[config.mk]
export PLATFORM = sky130hd
export DESIGN_NAME = sram_rw_port_ctrl_flat
export DESIGN_NICKNAME = d
export VERILOG_FILES = /design/src/rtl/sram_rw_port_ctrl_if.sv /design/src/rtl/sram_rw_port_ctrl.sv /design/src/flat_wrapper.sv
export SDC_FILE = /design/constraint.sdc
export NUM_CORES = 1
export LEC_CHECK = 0
export ABC_AREA = 1
export BUFFER_PORTS_ARGS = -buffer_cell sky130_fd_sc_hd__buf_2
export CAP_MARGIN = 40
export CORE_UTILIZATION = 51
export CTS_BUF_LIST = sky130_fd_sc_hd__clkbuf_4 sky130_fd_sc_hd__clkbuf_8 sky130_fd_sc_hd__clkbuf_16
export DETAILED_ROUTE_END_ITERATION = 8
export GPL_TIMING_DRIVEN = 0
export PLACE_DENSITY = 0.85
export SLEW_MARGIN = 5
export SYNTH_ARGS = -nofsm -noshare
export SYNTH_HDL_FRONTEND = slang
export SYNTH_SLANG_ARGS = --single-unit
[constraint.sdc]
create_clock -name clk -period 4.48 [get_ports clk]
set_input_delay 0.448 -clock clk [delete_from_list [all_inputs] [get_ports clk]]
set_output_delay 0.448 -clock clk [all_outputs]
set_load 0.03 [all_outputs]
[src/rtl/sram_rw_port_ctrl_if.sv]
// Request/response channel between a user initiator and the SRAM RW port controller.
// The master drives requests and consumes responses. The slave (the controller) does the reverse.
interface sram_rw_port_ctrl_if #(
  parameter int DATA_WIDTH = 32,
  parameter int ADDR_WIDTH = 8,
  parameter int NUM_WMASKS = 4
);
  logic                  req_valid;
  logic                  req_ready;
  logic                  req_we;
  logic [NUM_WMASKS-1:0] req_wmask;
  logic [ADDR_WIDTH-1:0] req_addr;
  logic [DATA_WIDTH-1:0] req_wdata;
  logic                  rsp_valid;
  logic                  rsp_ready;
  logic                  rsp_we;
  logic [DATA_WIDTH-1:0] rsp_rdata;

  modport master (
    output req_valid, req_we, req_wmask, req_addr, req_wdata, rsp_ready,
    input  req_ready, rsp_valid, rsp_we, rsp_rdata
  );

  modport slave (
    input  req_valid, req_we, req_wmask, req_addr, req_wdata, rsp_ready,
    output req_ready, rsp_valid, rsp_we, rsp_rdata
  );
endinterface

[src/rtl/sram_rw_port_ctrl.sv]
// Initiator for the RW port (port 0) of a single-port OpenRAM SRAM macro.
// Accepts one read or byte-masked write at a time. It drives the macro with registered
// csb/web/wmask/addr/din. It captures dout one cycle after the macro samples the access
// and returns exactly one response per request. An optional sweep after reset fills the
// whole array with INIT_VALUE before user traffic is accepted.
module sram_rw_port_ctrl #(
  parameter int                    DATA_WIDTH = 32,
  parameter int                    ADDR_WIDTH = 8,
  parameter int                    NUM_WMASKS = 4,
  parameter int                    INIT_EN    = 1,
  parameter logic [DATA_WIDTH-1:0] INIT_VALUE = {DATA_WIDTH{1'b0}}
) (
  input  logic                  clk,
  input  logic                  resetn,
  sram_rw_port_ctrl_if.slave    bus,
  output logic                  init_done,
  output logic                  sram_csb,
  output logic                  sram_web,
  output logic [NUM_WMASKS-1:0] sram_wmask,
  output logic [ADDR_WIDTH-1:0] sram_addr,
  output logic [DATA_WIDTH-1:0] sram_din,
  input  logic [DATA_WIDTH-1:0] sram_dout
);

  localparam logic [2:0] ST_INIT = 3'd0;
  localparam logic [2:0] ST_IDLE = 3'd1;
  localparam logic [2:0] ST_CMD  = 3'd2;
  localparam logic [2:0] ST_WAIT = 3'd3;
  localparam logic [2:0] ST_RESP = 3'd4;

  // With the fill disabled the controller wakes up directly in IDLE
  localparam logic [2:0] ST_RESET = (INIT_EN != 0) ? ST_INIT : ST_IDLE;

  localparam logic [ADDR_WIDTH-1:0] ADDR_ZERO = {ADDR_WIDTH{1'b0}};
  localparam logic [ADDR_WIDTH-1:0] ADDR_ONE  = {{(ADDR_WIDTH-1){1'b0}}, 1'b1};
  localparam logic [ADDR_WIDTH-1:0] ADDR_LAST = {ADDR_WIDTH{1'b1}};
  localparam logic [NUM_WMASKS-1:0] MASK_NONE = {NUM_WMASKS{1'b0}};
  localparam logic [NUM_WMASKS-1:0] MASK_ALL  = {NUM_WMASKS{1'b1}};
  localparam logic [DATA_WIDTH-1:0] DATA_ZERO = {DATA_WIDTH{1'b0}};

  logic [2:0]            state_r;
  logic                  we_r;
  logic                  init_done_r;
  logic                  req_ready_r;
  logic                  rsp_valid_r;
  logic                  rsp_we_r;
  logic [DATA_WIDTH-1:0] rsp_rdata_r;
  logic                  sram_csb_r;
  logic                  sram_web_r;
  logic [NUM_WMASKS-1:0] sram_wmask_r;
  logic [ADDR_WIDTH-1:0] sram_addr_r;
  logic [DATA_WIDTH-1:0] sram_din_r;
  logic                  accept_s;
  logic                  rsp_done_s;

  // Decode the request and response handshakes for this cycle
  always_comb begin
    accept_s   = 1'b0;
    rsp_done_s = 1'b0;
    if (state_r == ST_IDLE) begin
      accept_s = init_done_r & req_ready_r & bus.req_valid;
    end else if (state_r == ST_RESP) begin
      rsp_done_s = rsp_valid_r & bus.rsp_ready;
    end else begin
      accept_s   = 1'b0;
      rsp_done_s = 1'b0;
    end
  end

  // Controller FSM: fill sweep, command issue, read capture and response hold
  always_ff @(posedge clk or negedge resetn) begin
    if (!resetn) begin
      state_r      <= ST_RESET;
      we_r         <= 1'b0;
      init_done_r  <= 1'b0;
      req_ready_r  <= 1'b0;
      rsp_valid_r  <= 1'b0;
      rsp_we_r     <= 1'b0;
      rsp_rdata_r  <= DATA_ZERO;
      sram_csb_r   <= 1'b1;
      sram_web_r   <= 1'b1;
      sram_wmask_r <= MASK_NONE;
      sram_addr_r  <= ADDR_ZERO;
      sram_din_r   <= DATA_ZERO;
    end else begin
      case (state_r)
        ST_INIT: begin
          // csb still high means the sweep has not started yet
          if (sram_csb_r) begin
            sram_csb_r   <= 1'b0;
            sram_web_r   <= 1'b0;
            sram_wmask_r <= MASK_ALL;
            sram_din_r   <= INIT_VALUE;
            sram_addr_r  <= ADDR_ZERO;
          end else if (sram_addr_r == ADDR_LAST) begin
            sram_csb_r   <= 1'b1;
            sram_web_r   <= 1'b1;
            sram_wmask_r <= MASK_NONE;
            init_done_r  <= 1'b1;
            req_ready_r  <= 1'b1;
            state_r      <= ST_IDLE;
          end else begin
            sram_addr_r <= sram_addr_r + ADDR_ONE;
          end
        end
        ST_IDLE: begin
          // Reaching IDLE with init_done low only happens when the sweep is disabled
          if (!init_done_r) begin
            init_done_r <= 1'b1;
            req_ready_r <= 1'b1;
          end else if (accept_s) begin
            req_ready_r  <= 1'b0;
            we_r         <= bus.req_we;
            sram_csb_r   <= 1'b0;
            sram_web_r   <= ~bus.req_we;
            sram_addr_r  <= bus.req_addr;
            sram_din_r   <= bus.req_wdata;
            sram_wmask_r <= bus.req_we ? bus.req_wmask : MASK_NONE;
            state_r      <= ST_CMD;
          end else begin
            sram_csb_r <= 1'b1;
            sram_web_r <= 1'b1;
          end
        end
        ST_CMD: begin
          // The macro samples the access at this edge; deselect it straight away
          sram_csb_r <= 1'b1;
          sram_web_r <= 1'b1;
          state_r    <= ST_WAIT;
        end
        ST_WAIT: begin
          // dout has been stable since the previous falling edge
          if (!we_r) begin
            rsp_rdata_r <= sram_dout;
          end else begin
            rsp_rdata_r <= rsp_rdata_r;
          end
          rsp_we_r    <= we_r;
          rsp_valid_r <= 1'b1;
          state_r     <= ST_RESP;
        end
        ST_RESP: begin
          if (rsp_done_s) begin
            rsp_valid_r <= 1'b0;
            req_ready_r <= 1'b1;
            state_r     <= ST_IDLE;
          end else begin
            rsp_valid_r <= 1'b1;
          end
        end
        default: begin
          // Unreachable encodings fall back to a quiet IDLE
          sram_csb_r  <= 1'b1;
          sram_web_r  <= 1'b1;
          rsp_valid_r <= 1'b0;
          req_ready_r <= 1'b0;
          state_r     <= ST_IDLE;
        end
      endcase
    end
  end

  assign bus.req_ready = req_ready_r;
  assign bus.rsp_valid = rsp_valid_r;
  assign bus.rsp_we    = rsp_we_r;
  assign bus.rsp_rdata = rsp_rdata_r;
  assign init_done     = init_done_r;
  assign sram_csb      = sram_csb_r;
  assign sram_web      = sram_web_r;
  assign sram_wmask    = sram_wmask_r;
  assign sram_addr     = sram_addr_r;
  assign sram_din      = sram_din_r;

endmodule
[src/flat_wrapper.sv]
// flat-port wrapper written by rule: the top's interface ports become plain ports
module sram_rw_port_ctrl_flat 
#(
  parameter int                    DATA_WIDTH = 32,
  parameter int                    ADDR_WIDTH = 8,
  parameter int                    NUM_WMASKS = 4,
  parameter int                    INIT_EN    = 1,
  parameter logic [DATA_WIDTH-1:0] INIT_VALUE = {DATA_WIDTH{1'b0}}
)
  (clk, resetn, init_done, sram_csb, sram_web, sram_wmask, sram_addr, sram_din, sram_dout, bus_req_valid, bus_req_we, bus_req_wmask, bus_req_addr, bus_req_wdata, bus_rsp_ready, bus_req_ready, bus_rsp_valid, bus_rsp_we, bus_rsp_rdata);
  sram_rw_port_ctrl_if #(.DATA_WIDTH(DATA_WIDTH), .ADDR_WIDTH(ADDR_WIDTH), .NUM_WMASKS(NUM_WMASKS)) bus_i ();
  input  logic clk;
  input  logic resetn;
  output logic init_done;
  output logic sram_csb;
  output logic sram_web;
  output logic [NUM_WMASKS-1:0] sram_wmask;
  output logic [ADDR_WIDTH-1:0] sram_addr;
  output logic [DATA_WIDTH-1:0] sram_din;
  input  logic [DATA_WIDTH-1:0] sram_dout;
  input wire logic [$bits(bus_i.req_valid)-1:0] bus_req_valid;
  input wire logic [$bits(bus_i.req_we)-1:0] bus_req_we;
  input wire logic [$bits(bus_i.req_wmask)-1:0] bus_req_wmask;
  input wire logic [$bits(bus_i.req_addr)-1:0] bus_req_addr;
  input wire logic [$bits(bus_i.req_wdata)-1:0] bus_req_wdata;
  input wire logic [$bits(bus_i.rsp_ready)-1:0] bus_rsp_ready;
  output wire logic [$bits(bus_i.req_ready)-1:0] bus_req_ready;
  output wire logic [$bits(bus_i.rsp_valid)-1:0] bus_rsp_valid;
  output wire logic [$bits(bus_i.rsp_we)-1:0] bus_rsp_we;
  output wire logic [$bits(bus_i.rsp_rdata)-1:0] bus_rsp_rdata;
  assign bus_i.req_valid = bus_req_valid;
  assign bus_i.req_we = bus_req_we;
  assign bus_i.req_wmask = bus_req_wmask;
  assign bus_i.req_addr = bus_req_addr;
  assign bus_i.req_wdata = bus_req_wdata;
  assign bus_i.rsp_ready = bus_rsp_ready;
  assign bus_req_ready = bus_i.req_ready;
  assign bus_rsp_valid = bus_i.rsp_valid;
  assign bus_rsp_we = bus_i.rsp_we;
  assign bus_rsp_rdata = bus_i.rsp_rdata;
  sram_rw_port_ctrl #(.DATA_WIDTH(DATA_WIDTH), .ADDR_WIDTH(ADDR_WIDTH), .NUM_WMASKS(NUM_WMASKS), .INIT_EN(INIT_EN), .INIT_VALUE(INIT_VALUE)) u_core (.clk(clk), .resetn(resetn), .bus(bus_i), .init_done(init_done), .sram_csb(sram_csb), .sram_web(sram_web), .sram_wmask(sram_wmask), .sram_addr(sram_addr), .sram_din(sram_din), .sram_dout(sram_dout));
endmodule
==> results of run 1 <==
-- how the worst max path moves through the flow --
stage / startpoint / to / slack (ns) / depth (start not counted)
3_3_place_gp: resetn / u_core.sram_addr[3] / 2.27 / 1
4_1_cts: u_core.state_r[2] / u_core.bus.rsp_rdata[29] / 2.77 / 7
6_report: u_core.state_r[2] / u_core.bus.rsp_rdata[22] / 2.78 / 7
5_1_grt: u_core.sram_addr[0] / u_core.sram_addr[0] / 2.59 / 8
2_1_floorplan: u_core.sram_addr[0] / u_core.sram_addr[5] / 2.82 / 8
3_5_place_dp: u_core.state_r[2] / u_core.bus.rsp_rdata[22] / 2.78 / 7
-- flip-flops by register name, summed over array words and instances (netlist names) --
| name | cells |
|---|---|
| u_core.sram_csb | 1 |
| u_core.sram_din | 32 |
| u_core.bus.rsp_rdata | 32 |
| u_core.state_r | 3 |
| u_core.sram_web | 1 |
| u_core.sram_wmask | 4 |
| u_core.bus.rsp_valid | 1 |
| u_core.bus.rsp_we | 1 |
| u_core.sram_addr | 8 |
| u_core.bus.req_ready | 1 |
| u_core.init_done | 1 |
| u_core.we_r | 1 |
-- cell families after synthesis --
family / count (synthesis)
AO/OA/AOI/OAI: 19
XOR/XNOR: 1
adder cells (fa/ha/maj): 1
buffers and inverters: 40
flip-flops: 86
AND/OR/NAND/NOR: 323
-- cell usage in the layout, fill, tap and decap left out, drive strengths merged --
cell	count
nor3b	1
bufinv	2
inv	19
clkbuf	17
clkinvlp	2
or2	1
nand4	1
a31o	1
a21oi	3
xnor2	1
a31oi	2
buf	178
o21bai	2
nor2	17
nand2	222
dfrtp	84
dfstp	2
ha	1
nand3	81
o21ai	11
-- worst register-to-register path, cell delays in order, from the launching register on --
cell	delay [ns]
dfrtp_1	0.45
inv_1	0.16
nand3_1	0.17
nor2_2	0.30
inv_2	0.10
clkbuf_1	0.24
nand2_1	0.12
nand2_1	0.06
-- stage by stage --
step	hold slack (ns)	power, mW	setup slack (ns)	utilization (%)
floorplan	0.152	2.78	2.82	-
global placement	0.447	3.33	2.27	65.6
detailed placement	0.455	3.40	2.78	66.0
CTS	0.0858	3.99	2.77	69.0
global route	0.103	4.26	2.59	69.0
finish	0.0725	3.97	2.78	69.0
-- area by class of cell --
| type | instances | area share, % |
|---|---|---|
| inverters | 18 | 1.35 |
| clock inverters | 5 | 1.68 |
| repair buffers | 163 | 16.8 |
| plain buffers | 22 | 2.45 |
| flip-flops and latches | 86 | 43.1 |
| well taps | 99 | 2.48 |
| clock buffers | 10 | 2.63 |
| multi-input cells | 344 | 29.5 |
-- routing by layer --
layer,part of all wire (%),wire [um]
met1,44,4130
met2,48,4520
met3,5.9,554
met4,1.3,123
met5,0,0
-- power by group through the flow --
| stage | Sequential [mW] | Combinational, mW | Clock (mW) |
|---|---|---|---|
| global placement | 1.34 | 1.99 | 0 |
| CTS | 1.34 | 2.06 | 0.598 |
| detailed placement | 1.35 | 2.05 | 0 |
| global route | 1.39 | 2.24 | 0.627 |
| floorplan | 2.02 | 0.750 | 0 |
| finish | 1.34 | 2.04 | 0.581 |
==> reports/summary.txt, run 1 <==
status = complete, no violations
Flop pwr share = 33.9%
CP max stage delay = 0.45 ns
Net Sw Frac = 48.5%
worst-path cell chain = inv_1 -> nand3_1 -> nor2_2 -> inv_2 -> clkbuf_1 -> nand2_1 -> nand2_1
final-stage net count = 726
largest family of logic cells by synthesized area = simple AND/OR/NAND/NOR gates
skew final = 0.0106 ns
Port Buf Inserts = 162
Layout Area Growth over Synthesis = 30.9%
Via Count = 3,724
Internal = 2.04 mW
Max Cap Violations = 0
GR peak layer = met2
post-route ant nets = 0
period utilization = 37.9%
M3 GR Usage = 5.60%
Detailed Routing Iterations Pass 1 = 4
Mapped Cells = 470
M2 GR Usage = 41.2%
worst-margin pin slew = 0.521 ns
Most common cell on crit path = nand2_1
Non-Filler Instances = 747
Comb power frac = 51.5%
first-pass GRT wire length = 14,500 um
Psw = 1.93 mW
Post-CTS Setup Bufs = 0
Post-CTS Hold Buffers = 0
post-synthesis mux area share = 0%
critical path data arrival time = 1.93 ns
Worst-path clk slew = 0.09 ns
Reg area = 0.00215 mm2
asr flop ratio synth = 100%
H-tree Lvls = 3
clock power share = 14.6%
Worst R2R Start = u_core.state_r[2]
DRC = 0
XOR/XNOR Fraction of Synth Area = 0.229%
sequential fraction of the synthesis area = 56.4%
CTS tree = built
worst reg-to-reg path cell count = 7
DP Area = 0.00479 mm2
Starting Density = 52.7%
power per cell area = 793 mW/mm2
ANT cells = 0
Final HPWL DP = 6990 um
vias in the first global route = 3,386
full die area = 0.00785 mm2
net count after synthesis = 552
worst-case clock buffer depth = 2
Netlist cell types = 26
worst skew pair latency = 0.34 ns
LEAKAGE = 2.82 nW
I/O pin total = 163
post-CTS sizing = 0
RSZ-0062 raised after global routing = false
Synth Area in Simple Gates = 35.3%
Chip Width = 88.6 um
maximum clock rate = 0.589 GHz
Max VDD drop = 430 uV
Crit path max-delay family = simple AND/OR/NAND/NOR gates
largest net degree at the start of global routing = 47
adder-cell share of the synthesized area = 0.327%
Syn Std Cell Area = 0.00382 mm2
CTS Buf Count = 9
Overall Global Routing Usage = 23.7%
most frequent cell after synthesis = nand2_1
YS warnings = 0
drt total wl = 9330 um
post-layout min period = 1.70 ns
placed insts = 732
top post-synthesis cells by area = dfrtp_1 55%, nand2_1 22%, nand3_1 10%, inv_1 1.5%, nor2_1 1.5%
Critical Path Fanout Max = 10
worst path required time = 4.71 ns
Worst Setup End Kind = register
row cnt = 31
Finished Cell Area = 0.00500 mm2
drt via density = 4.99
routability congestion estimate = 0.815
TritonCTS sink count = 86
Setup Viol. Count Final = 0
post-DR wirelength/cell = 12.5 um
share of the synthesized area in the top cell type = 55.0%
Synth Area in Compound Gates = 2.78%
die height = 88.6 um
Slew Limit Fails = 0
post-synthesis average cell area = 8.13 um2
M1 GR Usage = 29.6%
Synth area leader = dfrtp_1
share of layout cells above drive strength 1 = 31.6%
worst min path class = in2async
critical register-to-register path endpoint = u_core.bus.rsp_rdata[22]
prevailing post-synth register cell = dfrtp_1
DR iter-0 viols = 123
critical path class = reg2reg
worst rel slew slack = 65.2%
top post-synthesis cells by count = 219 x nand2_1, 84 x dfrtp_1, 80 x nand3_1
root buffer cell = clkbuf_8
WP buf/inv = 3
Post-synth EDFFs = 0
layout filler cell count = 598
final hold vios = 0
flop2flop setup slack = 2.78 ns
area of the multi-input gates = 0.00148 mm2
initial antenna violation count = 0
grt ovf = 0
CP startpoint kind = register
core area = 0.00725 mm2
Synth Register Bits = 86
CP max stage cell = dfrtp_1
setup tns final = 0 ns
Power figures use the tool's default switching activity.
==> run 2, diff against run 1 <==
--- a/config.mk
+++ b/config.mk
@@ -5,14 +5,14 @@
 export SDC_FILE = /design/constraint.sdc
 export NUM_CORES = 1
 export LEC_CHECK = 0
-export ABC_AREA = 1
+export ABC_AREA = 0
 export BUFFER_PORTS_ARGS = -buffer_cell sky130_fd_sc_hd__buf_2
 export CAP_MARGIN = 40
-export CORE_UTILIZATION = 51
+export CORE_UTILIZATION = 47
 export CTS_BUF_LIST = sky130_fd_sc_hd__clkbuf_4 sky130_fd_sc_hd__clkbuf_8 sky130_fd_sc_hd__clkbuf_16
 export DETAILED_ROUTE_END_ITERATION = 8
 export GPL_TIMING_DRIVEN = 0
-export PLACE_DENSITY = 0.85
+export PLACE_DENSITY = 0.79
 export SLEW_MARGIN = 5
 export SYNTH_ARGS = -nofsm -noshare
 export SYNTH_HDL_FRONTEND = slang
==> constraint.sdc (replaced) <==
create_clock -name clk -period 1.6 [get_ports clk]
set_input_delay 0.16 -clock clk [delete_from_list [all_inputs] [get_ports clk]]
set_output_delay 0.16 -clock clk [all_outputs]
set_load 0.03 [all_outputs]
==> run 2 against run 1 <==
Against the previous run:
- worst setup slack worse by 2.8 ns
- critical path depth is 2 lower
- flip-flop and latch count stayed put
- the run now ends with negative setup slack left
- global-route usage is 0.52 points lower
- total power grew to 3.0 times the previous value
- sequential share of layout area is 2.0 points lower
- combinational power grew to 3.1 times the previous value
==> reports/summary.txt, run 2 <==
status = finished with violations
failing checks = negative setup slack
post-synthesis average cell area = 11.2 um2
worst rel slew slack = 72.8%
H-tree Lvls = 3
CP startpoint kind = register
root buffer cell = clkbuf_8
worst path required time = 1.82 ns
Max Cap Violations = 0
Starting Density = 48.6%
power per cell area = 2240 mW/mm2
final hold vios = 0
skew final = 0.0136 ns
DP Area = 0.00476 mm2
largest net degree at the start of global routing = 58
drt via density = 5.18
worst-margin pin slew = 0.409 ns
routability congestion estimate = 0.802
power consumption = 11.8 mW
Final HPWL DP = 6710 um
Netlist cell types = 45
DRC = 0
Setup Viol. Count Final = 13
share of layout cells above drive strength 1 = 52.1%
Final WS setup = -0.0264 ns
YS warnings = 0
asr flop ratio synth = 100%
initial antenna violation count = 0
Mapped Cells = 336
Finished Cell Area = 0.00527 mm2
top post-synthesis cells by count = 84 x dfrtp_1, 39 x inv_1, 39 x o21ai_0
die height = 91.4 um
top post-synthesis cells by area = dfrtp_1 56%, mux2_2 10%, o21ai_0 5.2%, nand3_1 4.9%, inv_1 3.9%
critical path class = reg2reg
Via Count = 3,265
sequential fraction of the synthesis area = 57.4%
worst min path class = in2reg
Worst Hold Depth = 3
commonest non-fill, non-tap cell in the layout = buf_2
ANT cells = 0
post-DR wirelength/cell = 14.7 um
most frequent cell after synthesis = dfrtp_1
critical path data arrival time = 1.85 ns
Place WS = -0.299 ns
Critical Path Fanout Max = 6
first-pass GRT wire length = 15,400 um
final-stage net count = 605
full die area = 0.00835 mm2
LEAKAGE = 2.64 nW
CTS Buf Count = 9
vias in the first global route = 3,270
Slew Limit Fails = 0
Synth area leader = dfrtp_1
Overall Global Routing Usage = 23.2%
Syn Std Cell Area = 0.00376 mm2
Worst-path clk slew = 0.09 ns
RSZ-0062 raised after global routing = true
worst skew pair latency = 0.34 ns
Port Buf Inserts = 162
share of the synthesized area in the top cell type = 56.0%
Detailed Routing Iterations Pass 1 = 4
worst-case clock buffer depth = 2
row cnt = 32
drt total wl = 9290 um
grt ovf = 0
CTS tree = built
core area = 0.00773 mm2
period utilization = 102%
worst reg-to-reg path cell count = 5
Layout Area Growth over Synthesis = 40.3%
Post-synth EDFFs = 0
commonest cells after routing, fill and taps aside = 164 x buf_2, 76 x dfrtp_1, 39 x inv_1
Max VDD drop = 1210 uV
net count after synthesis = 418
post-route ant nets = 0
Final Hold Slack = 0.0394 ns
prevailing post-synth register cell = dfrtp_1
Worst Setup End Kind = register
worst-path cell chain = buf_4 -> nor2_4 -> o21a_1 -> a21boi_4 -> mux2_4
post-layout min period = 1.63 ns
DR iter-0 viols = 90
maximum clock rate = 0.615 GHz
Synth Register Bits = 86
I/O pin total = 163
Chip Width = 91.4 um
CP max stage cell = dfrtp_2
TritonCTS sink count = 86
CP max stage delay = 0.49 ns
==> run 2: cell types whose count changed in the layout (fill, tap and decap cells not counted), sizes merged, moves of 4 or more <==
cell    change
nor2        -7
nor3        +4
nand2     -211
buf        +15
nand3      -44
inv        +22
mux2i       +4
mux2       +37
o21ai      +29
clkbuf      -6
==> run 2: timing repair <==
action	CTS	global route
setup endpoints to repair	74	80
hold endpoints to repair	28	0
resized for setup	41	7
hold buffers	1	0
gates cloned	3	0
buffers inserted	6	4
pin swaps	5	4
==> run 2: worst paths after layout <==
kind                                          start                       end  slack, ns
min in group asynchronous                    resetn       u_core.sram_addr[7]       0.29
max in group asynchronous                    resetn           u_core.sram_csb       0.67
min                               bus_req_wdata[17]       u_core.sram_din[17]       0.04
max                               u_core.state_r[1]       u_core.sram_addr[0]      -0.03
max reg2reg                       u_core.state_r[1]       u_core.sram_addr[0]      -0.03
min reg2reg                u_core.bus.rsp_rdata[12]  u_core.bus.rsp_rdata[12]       0.49
==> run 2: cell families after synthesis <==
kind of cell	after synthesis	synth area share, %
AND/OR/NAND/NOR	83	12.1
flip-flops	86	57.4
multiplexers	41	12.2
adder cells (fa/ha/maj)	1	0.333
buffers and inverters	58	6.90
AO/OA/AOI/OAI	67	11.2
==> run 2: area by class of cell <==
type	count	area (um2)
multi-input cells	192	1470
plain buffers	18	161
repair buffers	177	972
flip-flops and latches	86	2160
fillers	594	2460
inverters	39	146
clock buffers	10	131
clock inverters	6	93.8
well taps	102	128
==> run 2: routing by layer <==
metal,GRT usage [%],vias to the layer above,part of all wire (%)
met5,0,-,0
li1,-,1537,-
met1,28.8,1558,41
met2,40.3,157,50
met3,5.78,13,7.9
met4,5.82,0,1.1
==> run 2: where the power goes <==
group	switching [mW]	internal [mW]	total, mW	leakage (nW)
registers	0.680	3.11	3.79	1.07
clock network	0.792	0.912	1.70	0.111
logic	3.84	2.44	6.28	1.46
total	5.31	6.46	11.8	2.64
==> run 2: through the flow <==
stage                     setup TNS [ns]  util (%)  std cells
final                             -0.195      68.2        630
after CTS                              0      67.6        627
after global routing               -4.01      68.2        630
after global placement            -30.49      61.2        600
after floorplan                  -0.0145         -        336
after detailed placement           -8.53      61.6        601
==> run 2: critical path: cells and delay by family, from the launching register on <==
family,cells,cell delay [ns]
flip-flops,1,0.49
buffers and inverters,1,0.17
multiplexers,1,0.32
AND/OR/NAND/NOR,1,0.11
AO/OA/AOI/OAI,2,0.43
